===== src/rtl/fetch_pkg.sv =====
// Shared types and defaults for the instruction fetch front end.
// A FIFO entry is laid out as {pc, instr} with the pc in the upper bits.
package fetch_pkg;

    typedef enum logic [1:0] {
        S_IDLE = 2'd0,
        S_WAIT = 2'd1,
        S_DROP = 2'd2
    } fetch_state_t;

    localparam int unsigned ADDR_W_DEF  = 8;
    localparam int unsigned INSTR_W_DEF = 16;

    typedef struct packed {
        logic [ADDR_W_DEF-1:0]  pc;
        logic [INSTR_W_DEF-1:0] instr;
    } fetch_entry_t;

    function automatic int unsigned entry_w(input int unsigned aw, input int unsigned iw);
        return aw + iw;
    endfunction

endpackage


===== src/rtl/fetch_fifo.sv =====
// Prefetch FIFO with a registered head (zero when empty) and single-cycle flush.
module fetch_fifo #(
    parameter int unsigned WIDTH = 24,
    parameter int unsigned DEPTH = 2
) (
    input  logic                       clk,
    input  logic                       rst_n,
    input  logic                       push,
    input  logic [WIDTH-1:0]           push_data,
    input  logic                       pop,
    input  logic                       flush,
    output logic [$clog2(DEPTH+1)-1:0] count,
    output logic [WIDTH-1:0]           head
);
    localparam int unsigned PTR_W = $clog2(DEPTH);
    localparam int unsigned CNT_W = $clog2(DEPTH + 1);

    logic [WIDTH-1:0] mem_q [DEPTH];
    logic [PTR_W-1:0] rd_q, rd_d, wr_q, wr_d;
    logic [CNT_W-1:0] cnt_q, cnt_d;
    logic [WIDTH-1:0] head_q, head_d;

    always_comb begin
        rd_d   = rd_q;
        wr_d   = wr_q;
        cnt_d  = cnt_q;
        head_d = '0;
        if (flush) begin
            rd_d  = '0;
            wr_d  = '0;
            cnt_d = '0;
        end else begin
            if (pop)  rd_d = rd_q + 1'b1;
            if (push) wr_d = wr_q + 1'b1;
            case ({push, pop})
                2'b10:   cnt_d = cnt_q + 1'b1;
                2'b01:   cnt_d = cnt_q - 1'b1;
                default: cnt_d = cnt_q;
            endcase
            // The incoming word becomes head only when nothing older survives this cycle.
            if (push && (cnt_q == CNT_W'(pop))) head_d = push_data;
            else if (cnt_d != '0)                head_d = mem_q[rd_d];
        end
    end

    always_ff @(posedge clk) begin
        if (!rst_n) begin
            rd_q   <= '0;
            wr_q   <= '0;
            cnt_q  <= '0;
            head_q <= '0;
        end else begin
            rd_q   <= rd_d;
            wr_q   <= wr_d;
            cnt_q  <= cnt_d;
            head_q <= head_d;
        end
    end

    always_ff @(posedge clk) begin
        if (push && !flush) mem_q[wr_q] <= push_data;
    end

    always_ff @(posedge clk) begin
        if (rst_n) begin
            assert (!(pop && cnt_q == '0));
            assert (!(push && cnt_q == CNT_W'(DEPTH)));
        end
    end

    assign count = cnt_q;
    assign head  = head_q;

endmodule


===== src/rtl/fetch_unit.sv =====
// Fetch front end: PC, req/ack imem FSM, prefetch FIFO and redirect flush.
// Define FETCH_PERF_EN to add the saturating perf_fetched/perf_flushed counters.
module fetch_unit
    import fetch_pkg::*;
#(
    parameter int unsigned ADDR_W     = ADDR_W_DEF,
    parameter int unsigned INSTR_W    = INSTR_W_DEF,
    parameter int unsigned FIFO_DEPTH = 2,
    parameter int unsigned RESET_PC   = 0
) (
    input  logic               clk,
    input  logic               pcrst,
    output logic               imem_req,
    output logic [ADDR_W-1:0]  imem_addr,
    input  logic               imem_ack,
    input  logic [INSTR_W-1:0] imem_rdata,
    input  logic               redirect_valid,
    input  logic [ADDR_W-1:0]  redirect_pc,
    output logic               out_valid,
    output logic [INSTR_W-1:0] out_instr,
    output logic [ADDR_W-1:0]  out_pc,
    input  logic               out_ready
`ifdef FETCH_PERF_EN
    ,
    output logic [15:0]        perf_fetched,
    output logic [15:0]        perf_flushed
`endif
);
    localparam int unsigned ENTRY_W = entry_w(ADDR_W, INSTR_W);
    localparam int unsigned CNT_W   = $clog2(FIFO_DEPTH + 1);
    localparam logic [ADDR_W-1:0] RST_PC = ADDR_W'(RESET_PC);

    fetch_state_t      state_q;
    logic [ADDR_W-1:0] pc_q;
    logic              req_q;
    logic [ADDR_W-1:0] addr_q;

    logic               fifo_push, fifo_pop;
    logic [CNT_W-1:0]   fifo_count;
    logic [ENTRY_W-1:0] fifo_head;

    // Redirect discards any ack arriving in the same cycle.
    assign fifo_push = (state_q == S_WAIT) && imem_ack && !redirect_valid;
    assign fifo_pop  = out_valid && out_ready;

    always_ff @(posedge clk) begin
        if (!pcrst) begin
            state_q <= S_IDLE;
            pc_q    <= RST_PC;
            req_q   <= 1'b0;
            addr_q  <= RST_PC;
        end else begin
            if (redirect_valid) pc_q <= redirect_pc;
            case (state_q)
                S_IDLE: begin
                    if (!redirect_valid && fifo_count < CNT_W'(FIFO_DEPTH)) begin
                        req_q   <= 1'b1;
                        addr_q  <= pc_q;
                        state_q <= S_WAIT;
                    end
                end
                S_WAIT: begin
                    if (imem_ack) begin
                        req_q   <= 1'b0;
                        state_q <= S_IDLE;
                        if (!redirect_valid) pc_q <= pc_q + 1'b1;
                    end else if (redirect_valid) begin
                        state_q <= S_DROP;
                    end
                end
                S_DROP: begin
                    if (imem_ack) begin
                        req_q   <= 1'b0;
                        state_q <= S_IDLE;
                    end
                end
                default: begin
                    req_q   <= 1'b0;
                    state_q <= S_IDLE;
                end
            endcase
        end
    end

    fetch_fifo #(
        .WIDTH(ENTRY_W),
        .DEPTH(FIFO_DEPTH)
    ) u_fifo (
        .clk      (clk),
        .rst_n    (pcrst),
        .push     (fifo_push),
        .push_data({pc_q, imem_rdata}),
        .pop      (fifo_pop),
        .flush    (redirect_valid),
        .count    (fifo_count),
        .head     (fifo_head)
    );

    assign imem_req  = req_q;
    assign imem_addr = addr_q;
    assign out_valid = (fifo_count != '0);
    assign out_pc    = fifo_head[ENTRY_W-1 -: ADDR_W];
    assign out_instr = fifo_head[INSTR_W-1:0];

`ifdef FETCH_PERF_EN
    logic [15:0] fetched_q, flushed_q;
    logic [16:0] flushed_d;

    // Entries popped in the redirect cycle reach decode, so they are not counted as flushed.
    assign flushed_d = {1'b0, flushed_q} + 17'(fifo_count) - 17'(fifo_pop)
                     + 17'(state_q == S_WAIT);

    always_ff @(posedge clk) begin
        if (!pcrst) begin
            fetched_q <= '0;
            flushed_q <= '0;
        end else begin
            if (fifo_push && fetched_q != '1) fetched_q <= fetched_q + 16'd1;
            if (redirect_valid) flushed_q <= flushed_d[16] ? '1 : flushed_d[15:0];
        end
    end

    assign perf_fetched = fetched_q;
    assign perf_flushed = flushed_q;
`endif

endmodule


===== config.mk =====
export PLATFORM = sky130hd
export DESIGN_NAME = fetch_unit
export DESIGN_NICKNAME = d
export VERILOG_FILES = /design/src/rtl/fetch_pkg.sv /design/src/rtl/fetch_fifo.sv /design/src/rtl/fetch_unit.sv
export SDC_FILE = /design/constraint.sdc
export NUM_CORES = 1
export LEC_CHECK = 0
export CORE_ASPECT_RATIO = 0.7
export CORE_MARGIN = 2
export CORE_UTILIZATION = 52
export CTS_CLUSTER_DIAMETER = 50
export CTS_CLUSTER_SIZE = 12
export DETAILED_ROUTE_END_ITERATION = 12
export PLACE_DENSITY_LB_ADDON = 0.2
export SETUP_SLACK_MARGIN = 0.3
export SYNTH_ARGS = -nofsm -noshare
export SYNTH_HDL_FRONTEND = slang
export SYNTH_SLANG_ARGS = --single-unit
export TNS_END_PERCENT = 10

===== constraint.sdc =====
create_clock -name clk -period 3.1 [get_ports clk]
set_clock_uncertainty 0.1 [all_clocks]
set_input_delay 0.62 -clock clk [delete_from_list [all_inputs] [get_ports clk]]
set_output_delay 0.62 -clock clk [all_outputs]
set_load 0.05 [all_outputs]

After elaboration in Yosys (flattened, before gate mapping) --
Memory sizes are Yosys's and may differ from the RTL's. Index checks and enable logic that the tools add are counted. Widths: inputs -> output; s select.
Operators by class: $add $sub $neg 5, magnitude comparators 1, equal/unequal tests 9, mux-type cells 20, bitwise operators 1, reduce and logical (&&, ||, !) cells 15
Operator list (count):
- $mux 24 | 2
- $mux 8 | 4
- $mux 2 | 5
- $add 8x1->8 const B | 1
- $logic_and 1x1->1 | 6
- $mux 1 | 6
- $pmux 2 s3 | 1
- $eq 2x1->1 const B | 2
- $eq 2x2->1 const B | 2
- $ne 2x2->1 const B | 2
- $pmux 2 s2 | 1
- $reduce_and 2->1 | 2
- $reduce_bool 2->1 | 2
- $reduce_or 2->1 | 2
- $ne 3x3->1 const B | 1
- $reduce_and 3->1 | 1
- $add 1x1->1 const B | 2
- $add 2x1->2 const B | 1
- $eq 2x1->1 | 1
- $logic_not 2->1 | 1
- $lt 2x2->1 const B | 1
- $ne 2x1->1 const B | 1
- $pmux 1 s2 | 1
- $sub 2x1->2 const B | 1
- 2 further kinds | 2
Word-level totals: flip-flop bits (word level) 47, RAM bits 48, bits of input ports 29, output and inout bits 34, word-level logic and storage cells 60, memories 1
Memory list:
- u_fifo.mem_q | words 2, width 24, read ports 1, clocked after memory_dff 0, write ports 1, line fetch_fifo.sv:18 | logic [WIDTH-1:0] mem_q [DEPTH];

Longest topological paths before layout --
Gate-level depths: netlist of the first run.
depth in word-level cells 9, gate-level depth with buffers 9, gate-level depth less buffers 8

By module --
A second synthesis of the first run with hierarchy kept.
Unflattened totals: cells, all modules 291, area total of the unflattened synthesis 3848.7 um2
Modules (own cells, without submodules):
- fetch_fifo | times used 1, cells each 181, area an instance 2909.0 um2, seq. area each 2001.9 um2
- fetch_unit | times used 1, cells each 110, area an instance 939.7 um2, seq. area each 380.4 um2

Worst setup path before layout of the first run --
OpenSTA, ideal clock, no wires.
kind input -> register, start input port imem_ack, end memory u_fifo.mem_q[0][0], enable pin, library setup time 0.405 ns, arrival 2.100 ns, data required time 2.595 ns, slack 0.495 ns, stages on the path 3, buffers on the path 1, cells stage by stage clkbuf_1 > nand3_1 > nor2_1
On the way: cells in the longest elaborated chain, start to end 5
RTL lines:
- start: declaration | line fetch_unit.sv:15 | input logic imem_ack,
- $logic_and 1x1->1 (2 in a row) | line fetch_unit.sv:43 | assign fifo_push = (state_q == S_WAIT) && imem_ack && !redirect_valid;
- $logic_and 1x1->1 | line fetch_fifo.sv:61 | if (push && !flush) mem_q[wr_q] <= push_data;
- $mux 1 | line fetch_fifo.sv:61
- $mux 1 (not written as such) | line fetch_fifo.sv:61
- end: declaration | line fetch_fifo.sv:18
No other way between the ends.

Worst setup path in the final report of the first run --
start register u_fifo.cnt_q[1], in the netlist u_fifo.count[1], end output port out_valid
On the way: cells in the longest elaborated chain, start to end 1
RTL lines:
- start: declaration | line fetch_fifo.sv:20 | logic [CNT_W-1:0] cnt_q, cnt_d;
- start signal: assignment | line fetch_fifo.sv:55 | cnt_q <= cnt_d;
- $reduce_bool 2->1 | line fetch_unit.sv:101 | assign out_valid = (fifo_count != '0);
- end: declaration | line fetch_unit.sv:19 | output logic out_valid,
No other way between the ends.

==> flow_summary.yaml, run 1 <==
power_and_ir_drop:
  ir_worst_vdd_v: 0.0002347
  p_sw_uw: 570.2
  leakage_nw: 1.704
  clkPwrFrac: 0.302
  cellPowerDensity_nw_per_um2: 495.4
  p_seq_frac: 0.594
  switching_share: 0.2469
  p_int_mw: 1.740
  power_frac_comb: 0.103
  power_mw: 2.310
global_routing:
  grtUsageTotal: 0.1971
  grt_max_degree: 25
  grt_first_pass_wirelength_um: 11650
  antenna_found_initial: 0
  grt_overflow: 0
  grt_pass1_vias: 2366
sta:
  finalSetupViolCount: 0
  setup-tns-final_ns: 0
  finalHoldViolCount: 0
  min_period_over_period: 0.8285
  fin_crit_ns: 2.568
  max_freq_mhz: 389.4
  fin_ws_ns: 0.5317
  rsz0062_at_grt: "no"
  worst_slew_pin_slew_ns: 0.5074
  slew_headroom: 0.6607
  slew_violations: 0
  holdWs_ns: 0.3575
place:
  placed_cells_incl_taps: 445
  portBuffers: 62
  gp_congestion: 0.7994
  dp_hpwl_um: 4869
  place_ws_ns: 0.3614
  place_area_um2: 4497
route:
  via_count: 2419
  ant_nets: 0
  routed_via_density: 5.247
  firstDrtPassIters: 4
  wl_per_cell_um: 15.92
  routed_wirelength_um: 7340
  drc: 0
  drtIter0Drc: 113
outcome:
  status: "finished, final reports clean"
die:
  io_pins: 63
  die_h_um: 74.80
  fp.dieW_um: 105.1
  core_area_um2: 6850
  die_area_um2: 7864
  initial_utilization: 0.5436
  rows: 25
finish:
  fill_cells: 528
  mostFrequentLayoutCells: "clkdlybuf4s50_1 (62), edfxtp_1 (48), nand2_1 (47), dfxtp_1 (47), mux2i_1 (26)"
  post-route-util: 0.6807
  nets: 396
  layout_commonest_cell: "clkdlybuf4s50_1"
  syn_to_final_growth_pct: 25.24
  antennaDiodeCount: 0
  layout-drive-gt1-share: 0.1417
  post-route-cell-area_um2: 4663
  layout.cells.non_filler: 461
yosys:
  ys_seq_area_frac: 0.6398
  synthCells: 289
  syn-cell-area_um2: 3724
  syn_nets: 323
  ys_ff_latch: 95
  yosysUniqueCellTypes: 35
  avgSynthCellArea_um2: 12.88
  synth_warnings: 0
hold_path:
  min_path_type: "flop to flop"
  min_path_cells: 2
clocking:
  cts_setup_buffers: 0
  htreeDepth: 3
  clk_pin_slew_ns: 0.08
  cts_buffer_depth: 2
  clk-insertion-delay-late_ns: 0.36
  cts_num_sinks: 95
  cts_buffers: 9
  cts_tree: "yes"
  cts_hold_buf: 0
  root_buffer: "clkbuf_8"
  cts_resized: 0
run:
  maxCapViolCount: 0
critical_path:
  endpoint_kind: "output port"
  critPathArrivalTime_ns: 1.85
  reg2regPathDepth: 8
  cp.required_ns: 2.38
  worstPathMaxFanout: 8
  cp-start-kind: "flop"
  worstSetupPathType: "flop to output port"
critical path: stages, from the launching register on:
cell	delay (ns)
dfxtp_1	0.51
nor2_1	0.12
inv_1	0.07
clkdlybuf4s50_1	0.79
area by class of cell:
type	count	area, um^2	share of cell area
tap	94	117.6	0.02522
clock buffer	11	131.4	0.02817
sequential	95	2382	0.5109
timing repair buffer	74	723.2	0.1551
clock inverter	5	35.03	0.007513
multi-input combinational	173	1240	0.2659
inverter	9	33.78	0.007244
power groups by stage:
stage | clock network (mW) | registers (mW) | logic, mW
after floorplan | 0 | 1.44 | 0.0977
after global placement | 0 | 1.40 | 0.232
after detailed placement | 0 | 1.40 | 0.239
after CTS | 0.719 | 1.37 | 0.240
after global routing | 0.765 | 1.38 | 0.257
final | 0.698 | 1.37 | 0.239
registers in the layout (all words and copies together), names as in the netlist:
name / cells
u_fifo.head: 24
u_fifo.rd_q: 1
u_fifo.mem_q: 48
u_fifo.count: 2
pc_q: 8
u_fifo.wr_q: 1
imem_req: 1
imem_addr: 8
state_q: 2
Yosys cell counts:
library cell / n / share of area
buf_6: 1 / 0.0030
and3_1: 1 / 0.0017
a21oi_1: 15 / 0.020
nand3_1: 4 / 0.0054
o221a_2: 1 / 0.0030
o21a_4: 1 / 0.0040
dfxtp_1: 47 / 0.25
a211oi_1: 2 / 0.0040
inv_1: 9 / 0.0091
clkbuf_1: 4 / 0.0040
a311oi_1: 1 / 0.0024
o22ai_2: 18 / 0.060
and4_1: 1 / 0.0024
nor3_1: 3 / 0.0040
nand3_2: 1 / 0.0027
or3_1: 1 / 0.0017
edfxtp_1: 48 / 0.39
buf_4: 2 / 0.0040
nand2b_1: 2 / 0.0034
buf_8: 2 / 0.0081
nand2_1: 47 / 0.047
o22ai_1: 6 / 0.010
o21ai_0: 6 / 0.0081
xor2_1: 4 / 0.0094
nor2b_1: 2 / 0.0034
buf_2: 3 / 0.0040
a22oi_1: 1 / 0.0020
ha_1: 5 / 0.017
mux2i_1: 26 / 0.070
or4b_1: 1 / 0.0027
o2111ai_2: 1 / 0.0040
xnor2_4: 1 / 0.0074
nand4_1: 2 / 0.0034
xnor2_1: 6 / 0.014
nor2_1: 14 / 0.014
final timing paths:
check                                                 from                          to  slack (ns)
worst max register to register     state_q[0]$_SDFFE_PN0P_  u_fifo.head[11]$_SDFF_PP0_        0.62
worst min register to register   imem_addr[7]$_SDFFE_PN0P_   imem_addr[7]$_SDFFE_PN0P_        0.36
worst min-delay path             imem_addr[7]$_SDFFE_PN0P_   imem_addr[7]$_SDFFE_PN0P_        0.36
worst max-delay path            u_fifo.count[1]$_SDFF_PP0_                   out_valid        0.53
per-layer routing:
layer	vias to the layer above	GRT usage	wire length (um)
met2	58	0.3348	3668
met1	1170	0.2493	3262
met3	9	0.05541	320
li1	1182	-	-
met4	0	0.06963	87
met5	-	0	0
cells by family (layout without fill, tap and decap cells):
family / after synthesis / after routing / share of synthesized area
buffers and inverters: 21 / 99 / 0.03225
AOI/OAI and AO/OA: 52 / 52 / 0.1183
and+or+nand+nor: 79 / 79 / 0.09207
DFF: 95 / 95 / 0.6398
xor gates and xnor gates: 11 / 11 / 0.03091
muxes: 26 / 26 / 0.06989
adders and majority gates: 5 / 5 / 0.01680
Power figures use the tool's default switching activity.
==> run 2: changes to the inputs <==
==> constraint.sdc (replaced) <==
create_clock -name clk -period 2.6 [get_ports clk]
set_clock_uncertainty 0.1 [all_clocks]
set_input_delay 0.52 -clock clk [delete_from_list [all_inputs] [get_ports clk]]
set_output_delay 0.52 -clock clk [all_outputs]
set_load 0.05 [all_outputs]
==> run 2 against run 1 <==
  * Clock power grew 43%
  * Critical endpoint unchanged
  * Core utilization grew 1.7 points
  * Via count grew 1.2%
  * Highest routed layer unchanged
  * Largest cell class unchanged
  * Die area is the same
  * Non-clock buffer count grew 3
  * Count of clock-buffer cells in the layout grew 1
  * Total power grew 27%
  * Register-to-register slack lost 0.10 ns
==> flow_summary.yaml, run 2 (synthesis results as in run 1) <==
power_and_ir_drop:
  switching_share: 0.2343
  leakage_nw: 1.770
  power_mw: 2.926
  p_seq_frac: 0.559
  clkPwrFrac: 0.341
  p_sw_uw: 685.4
  cellPowerDensity_nw_per_um2: 612.5
  ir_worst_vdd_v: 0.0003936
  power_frac_comb: 0.100
  p_int_mw: 2.240
finish:
  largest_register_ffs: 48
  mostFrequentLayoutCells: "clkdlybuf4s50_1 (61), edfxtp_1 (48), nand2_1 (47), dfxtp_1 (47), mux2i_1 (26)"
  layout.cells.non_filler: 464
  layout_commonest_cell: "clkdlybuf4s50_1"
  antennaDiodeCount: 0
  nets: 399
  syn_to_final_growth_pct: 28.29
  fill_cells: 483
  top_register: "u_fifo.mem_q"
  layout-drive-gt1-share: 0.1514
outcome:
  status: "finished, final reports clean"
sta:
  setup-tns-final_ns: 0
  slew_violations: 0
  worst_slew_pin_slew_ns: 0.5100
  slew_headroom: 0.6589
  finalHoldViolCount: 0
  min_period_over_period: 0.8298
  finalSetupViolCount: 0
  fin_crit_ns: 2.157
  rsz0062_at_grt: "no"
  max_freq_mhz: 463.5
critical_path:
  r2r_setup_slack_ns: 0.52
  critPathArrivalTime_ns: 1.54
  slowest_stage: "dlygate4sd2_1"
  r2r-start: "state_q[1]$_SDFFE_PN0P_"
  slowest_delay_ns: 0.52
  cp.required_ns: 1.98
  worstPathMaxFanout: 8
  cp-start-kind: "flop"
  crit_family: "buffers and inverters"
  r2r-end: "u_fifo.head[11]$_SDFF_PP0_"
  worstSetupPathType: "flop to output port"
  crit_chain: "nor2_1 > inv_1 > dlygate4sd2_1"
  cp_num_buf_inv: 2
  endpoint_kind: "output port"
  reg2regPathDepth: 9
die:
  initial_utilization: 0.5436
  die_area_um2: 7864
  core_area_um2: 6850
  rows: 25
  fp.dieW_um: 105.1
  die_h_um: 74.80
  io_pins: 63
hold_path:
  min_path_cells: 2
  worstHoldStart: "imem_addr[3]$_SDFFE_PN0P_"
  min_path_type: "flop to flop"
  worstHoldEndpoint: "imem_addr[3]$_SDFFE_PN0P_"
route:
  route.met3.wl_um: 382
  drc: 0
  routed_via_density: 5.278
  via_count: 2449
  top_layer_used: "met4"
  routed_wirelength_um: 7426
  ant_nets: 0
  wl_met1_um: 3421
  firstDrtPassIters: 4
  dr_wl_met2_um: 3548
  drtIter0Drc: 112
  wl_per_cell_um: 16.00
clocking:
  root_buffer: "clkbuf_8"
  clk-insertion-delay-late_ns: 0.35
  cts_tree: "yes"
  cts_setup_buffers: 0
  cts_num_sinks: 95
  htreeDepth: 3
  cts_buffers: 9
  clk_pin_slew_ns: 0.09
  cts_buffer_depth: 2
global_routing:
  grtUsageTotal: 0.1993
  grt_first_pass_wirelength_um: 11820
  grt_max_degree: 25
  grt_overflow: 0
  grt_pass1_vias: 2368
  antenna_found_initial: 0
place:
  placed_cells_incl_taps: 448
  gp_congestion: 0.7499
  dp_hpwl_um: 4934
  portBuffers: 62
run:
  maxCapViolCount: 0
-- run 2: power groups by stage --
| stage | combinational, mW | clock (mW) | sequential [mW] |
|---|---|---|---|
| after floorplan | 0.116 | 0 | 1.71 |
| after global placement | 0.284 | 0 | 1.67 |
| after detailed placement | 0.292 | 0 | 1.67 |
| after CTS | 0.292 | 1.02 | 1.64 |
| after global routing | 0.316 | 1.08 | 1.64 |
| final | 0.293 | 0.996 | 1.64 |
-- run 2: through the flow --
step	hold WS (ns)	util	instance area (um^2)	worst slack (ns)
floorplan	0.3661	-	3724	0.09478
global placement	0.3450	0.6652	4557	0.2011
detailed placement	0.3479	0.6652	4557	0.04333
CTS	0.3604	0.6955	4765	0.4203
global route	0.3842	0.6974	4777	0.3450
finish	0.3576	0.6974	4777	0.4426
-- run 2: how the worst max path moves through the flow --
stage	slack (ns)	endpoint	cells after the start	from
after CTS	0.42	out_valid	3	u_fifo.count[1]$_SDFF_PP0_
after global placement	0.20	u_fifo.head[11]$_SDFF_PP0_	8	out_ready
after detailed placement	0.04	u_fifo.head[11]$_SDFF_PP0_	8	out_ready
final	0.44	out_valid	3	u_fifo.count[1]$_SDFF_PP0_
after global routing	0.34	u_fifo.head[11]$_SDFF_PP0_	9	redirect_valid
after floorplan	0.09	u_fifo.mem_q[0][0]$_DFFE_PP_	3	imem_ack
-- run 2: worst reg2reg max path, cell delays in order, from the launching register on --
cell and delay (ns):
dfxtp_1 0.33, inv_1 0.08, ha_1 0.16, nand3_1 0.16, ha_4 0.33, nor2b_1 0.07, a22oi_1 0.23, nand3_2 0.15
buf_12 0.19, o22ai_1 0.20
-- run 2: routing by layer --
metal	GRT usage	up-vias
met5	0	-
met2	0.3225	65
met1	0.2653	1184
li1	-	1193
met4	0.05778	0
met3	0.06234	7
-- run 2: final cells by class --
class                           count  area, um^2  area share
Sequential cell                    95        2382      0.4987
Clock buffer                       12       156.4     0.03274
Timing Repair Buffer               77       782.0      0.1637
Clock inverter                      4       52.55     0.01100
Tap cell                           94       117.6     0.02462
Inverter                            9       33.78    0.007072
Multi-Input combinational cell    173        1252      0.2622
-- run 2: repair_timing --
| action | CTS | global route |
|---|---|---|
| pin swaps | 0 | 0 |
| hold buffers | 0 | 0 |
| endpoints found under the hold margin | 0 | 0 |
| endpoints found under the setup margin | 1 | 1 |
| resized for setup | 1 | 1 |
| gates cloned | 0 | 0 |
==> run 3: changes to the inputs <==
--- a/config.mk
+++ b/config.mk
@@ -7,7 +7,7 @@
 export LEC_CHECK = 0
 export CORE_ASPECT_RATIO = 0.7
 export CORE_MARGIN = 2
-export CORE_UTILIZATION = 52
+export CORE_UTILIZATION = 47
 export CTS_CLUSTER_DIAMETER = 50
 export CTS_CLUSTER_SIZE = 12
 export DETAILED_ROUTE_END_ITERATION = 12
==> constraint.sdc (replaced) <==
create_clock -name clk -period 1.9 [get_ports clk]
set_clock_uncertainty 0.1 [all_clocks]
set_input_delay 0.38 -clock clk [delete_from_list [all_inputs] [get_ports clk]]
set_output_delay 0.38 -clock clk [all_outputs]
set_load 0.05 [all_outputs]
==> run 3 against run 2 <==
  * Critical path depth rose by 1
  * Largest power group unchanged
  * First-iteration DRC count rose by 41%
  * Critical endpoint unchanged
  * Total power rose by 51%
  * Die area rose by 10%
  * Sequential power rose by 37%
==> flow_summary.yaml, run 3 (synthesis results as in run 1) <==
finish:
  largest_register_ffs: 48
  layout-drive-gt1-share: 0.3053
  syn_to_final_growth_pct: 33.53
  layout_commonest_cell: "buf_4"
  post-route-cell-area_um2: 4972
  fill_cells: 593
  top_register: "u_fifo.mem_q"
  layout.cells.non_filler: 481
  nets: 409
  antennaDiodeCount: 0
  mostFrequentLayoutCells: "buf_4 (52), edfxtp_1 (48), nand2_1 (46), dfxtp_1 (45), clkdlybuf4s50_1 (27)"
  post-route-util: 0.6399
place:
  place_ws_ns: -0.3365
  placed_cells_incl_taps: 465
  portBuffers: 62
  dp_hpwl_um: 4816
  gp_congestion: 0.7799
  place_area_um2: 4619
clocking:
  cts_num_sinks: 95
  clk-insertion-delay-late_ns: 0.35
  cts_buffers: 9
  clk_pin_slew_ns: 0.06
  root_buffer: "clkbuf_16"
  htreeDepth: 3
  cts_setup_buffers: 0
  cts_hold_buf: 0
  cts_tree: "yes"
  cts_buffer_depth: 2
power_and_ir_drop:
  ir_worst_vdd_v: 0.0005449
  clkPwrFrac: 0.395
  switching_share: 0.2315
  p_sw_mw: 1.022
  power_frac_comb: 0.097
  p_int_mw: 3.392
  leakage_nw: 1.950
  cellPowerDensity_nw_per_um2: 887.7
  p_seq_frac: 0.508
  power_mw: 4.414
critical_path:
  slowest_delay_ns: 0.32
  worstPathMaxFanout: 5
  worstSetupPathType: "flop to output port"
  crit_chain: "buf_4 > nor2_1 > inv_1 > buf_12"
  critPathArrivalTime_ns: 1.35
  slowest_stage: "dfxtp_1"
  cp-start-kind: "flop"
  endpoint_kind: "output port"
  cp.required_ns: 1.42
sta:
  worst_slew_pin_slew_ns: 0.3102
  min_period_over_period: 0.9638
  finalHoldViolCount: 0
  holdWs_ns: 0.3568
  rsz0062_at_grt: "yes"
  finalSetupViolCount: 0
  slew_violations: 0
  fin_ws_ns: 0.06886
  max_freq_mhz: 546.1
  setup-tns-final_ns: 0
  fin_crit_ns: 1.831
  slew_headroom: 0.7929
route:
  drtIter0Drc: 158
  firstDrtPassIters: 4
  wl_per_cell_um: 15.64
  drc: 0
  ant_nets: 0
  routed_via_density: 5.204
  via_count: 2503
  routed_wirelength_um: 7524
global_routing:
  busiest_layer: "met2"
  met1_usage: 0.2520
  use_met3: 0.06146
  use_met2: 0.2853
  grt_first_pass_wirelength_um: 12050
  grt_overflow: 0
  grt_max_degree: 25
  grt_pass1_vias: 2488
  antenna_found_initial: 0
  grtUsageTotal: 0.1898
die:
  rows: 27
  initial_utilization: 0.4792
  fp.dieW_um: 110.4
  die_area_um2: 8662
  io_pins: 63
  die_h_um: 78.47
  core_area_um2: 7770
hold_path:
  min_path_type: "flop to flop"
outcome:
  status: "finished, final reports clean"
run:
  maxCapViolCount: 0
-- run 3: power groups by stage --
stage / sequential (mW) / clock (mW) / combinational [mW]
after floorplan: 2.34 / 0 / 0.169
after global placement: 2.29 / 0 / 0.407
after detailed placement: 2.29 / 0 / 0.415
after CTS: 2.24 / 1.79 / 0.417
after global routing: 2.25 / 1.85 / 0.459
final: 2.24 / 1.74 / 0.426
-- run 3: layer usage --
| layer | vias to the layer above | part of all wire |
|---|---|---|
| met1 | 1228 | 0.47 |
| met4 | 0 | 0.018 |
| met5 | - | 0 |
| met3 | 13 | 0.045 |
| met2 | 49 | 0.47 |
| li1 | 1213 | - |
-- run 3: layout make-up --
class | instances | area [um^2] | area share
clock buffer | 12 | 267.8 | 0.05385
multi-input combinational | 173 | 1331 | 0.2677
inverter | 9 | 33.78 | 0.006794
clock inverter | 4 | 27.53 | 0.005536
tap | 101 | 126.4 | 0.02542
timing repair buffer | 87 | 800.8 | 0.1610
sequential | 95 | 2385 | 0.4796
-- run 3: path summary, 6_finish.rpt --
kind	cells after the start	startpoint	endpoint	slack, ns
max reg2reg	9	state_q[1]$_SDFFE_PN0P_	u_fifo.head[9]$_SDFF_PP0_	0.09
min reg2reg	2	imem_addr[2]$_SDFFE_PN0P_	imem_addr[2]$_SDFFE_PN0P_	0.36
min	2	imem_addr[2]$_SDFFE_PN0P_	imem_addr[2]$_SDFFE_PN0P_	0.36
max	4	u_fifo.count[0]$_SDFF_PP0_	out_valid	0.07
-- run 3: repair_timing --
action	4_1_cts	5_1_grt
pin swaps	0	3
gates resized for setup	2	14
cloned	0	0
setup endpoints to repair	34	56
-- run 3: critical path: cells and delay by family (launching register included) --
kind / cells / cell delay [ns]
buffers and inverters: 3 / 0.44
DFF: 1 / 0.32
and+or+nand+nor: 1 / 0.24
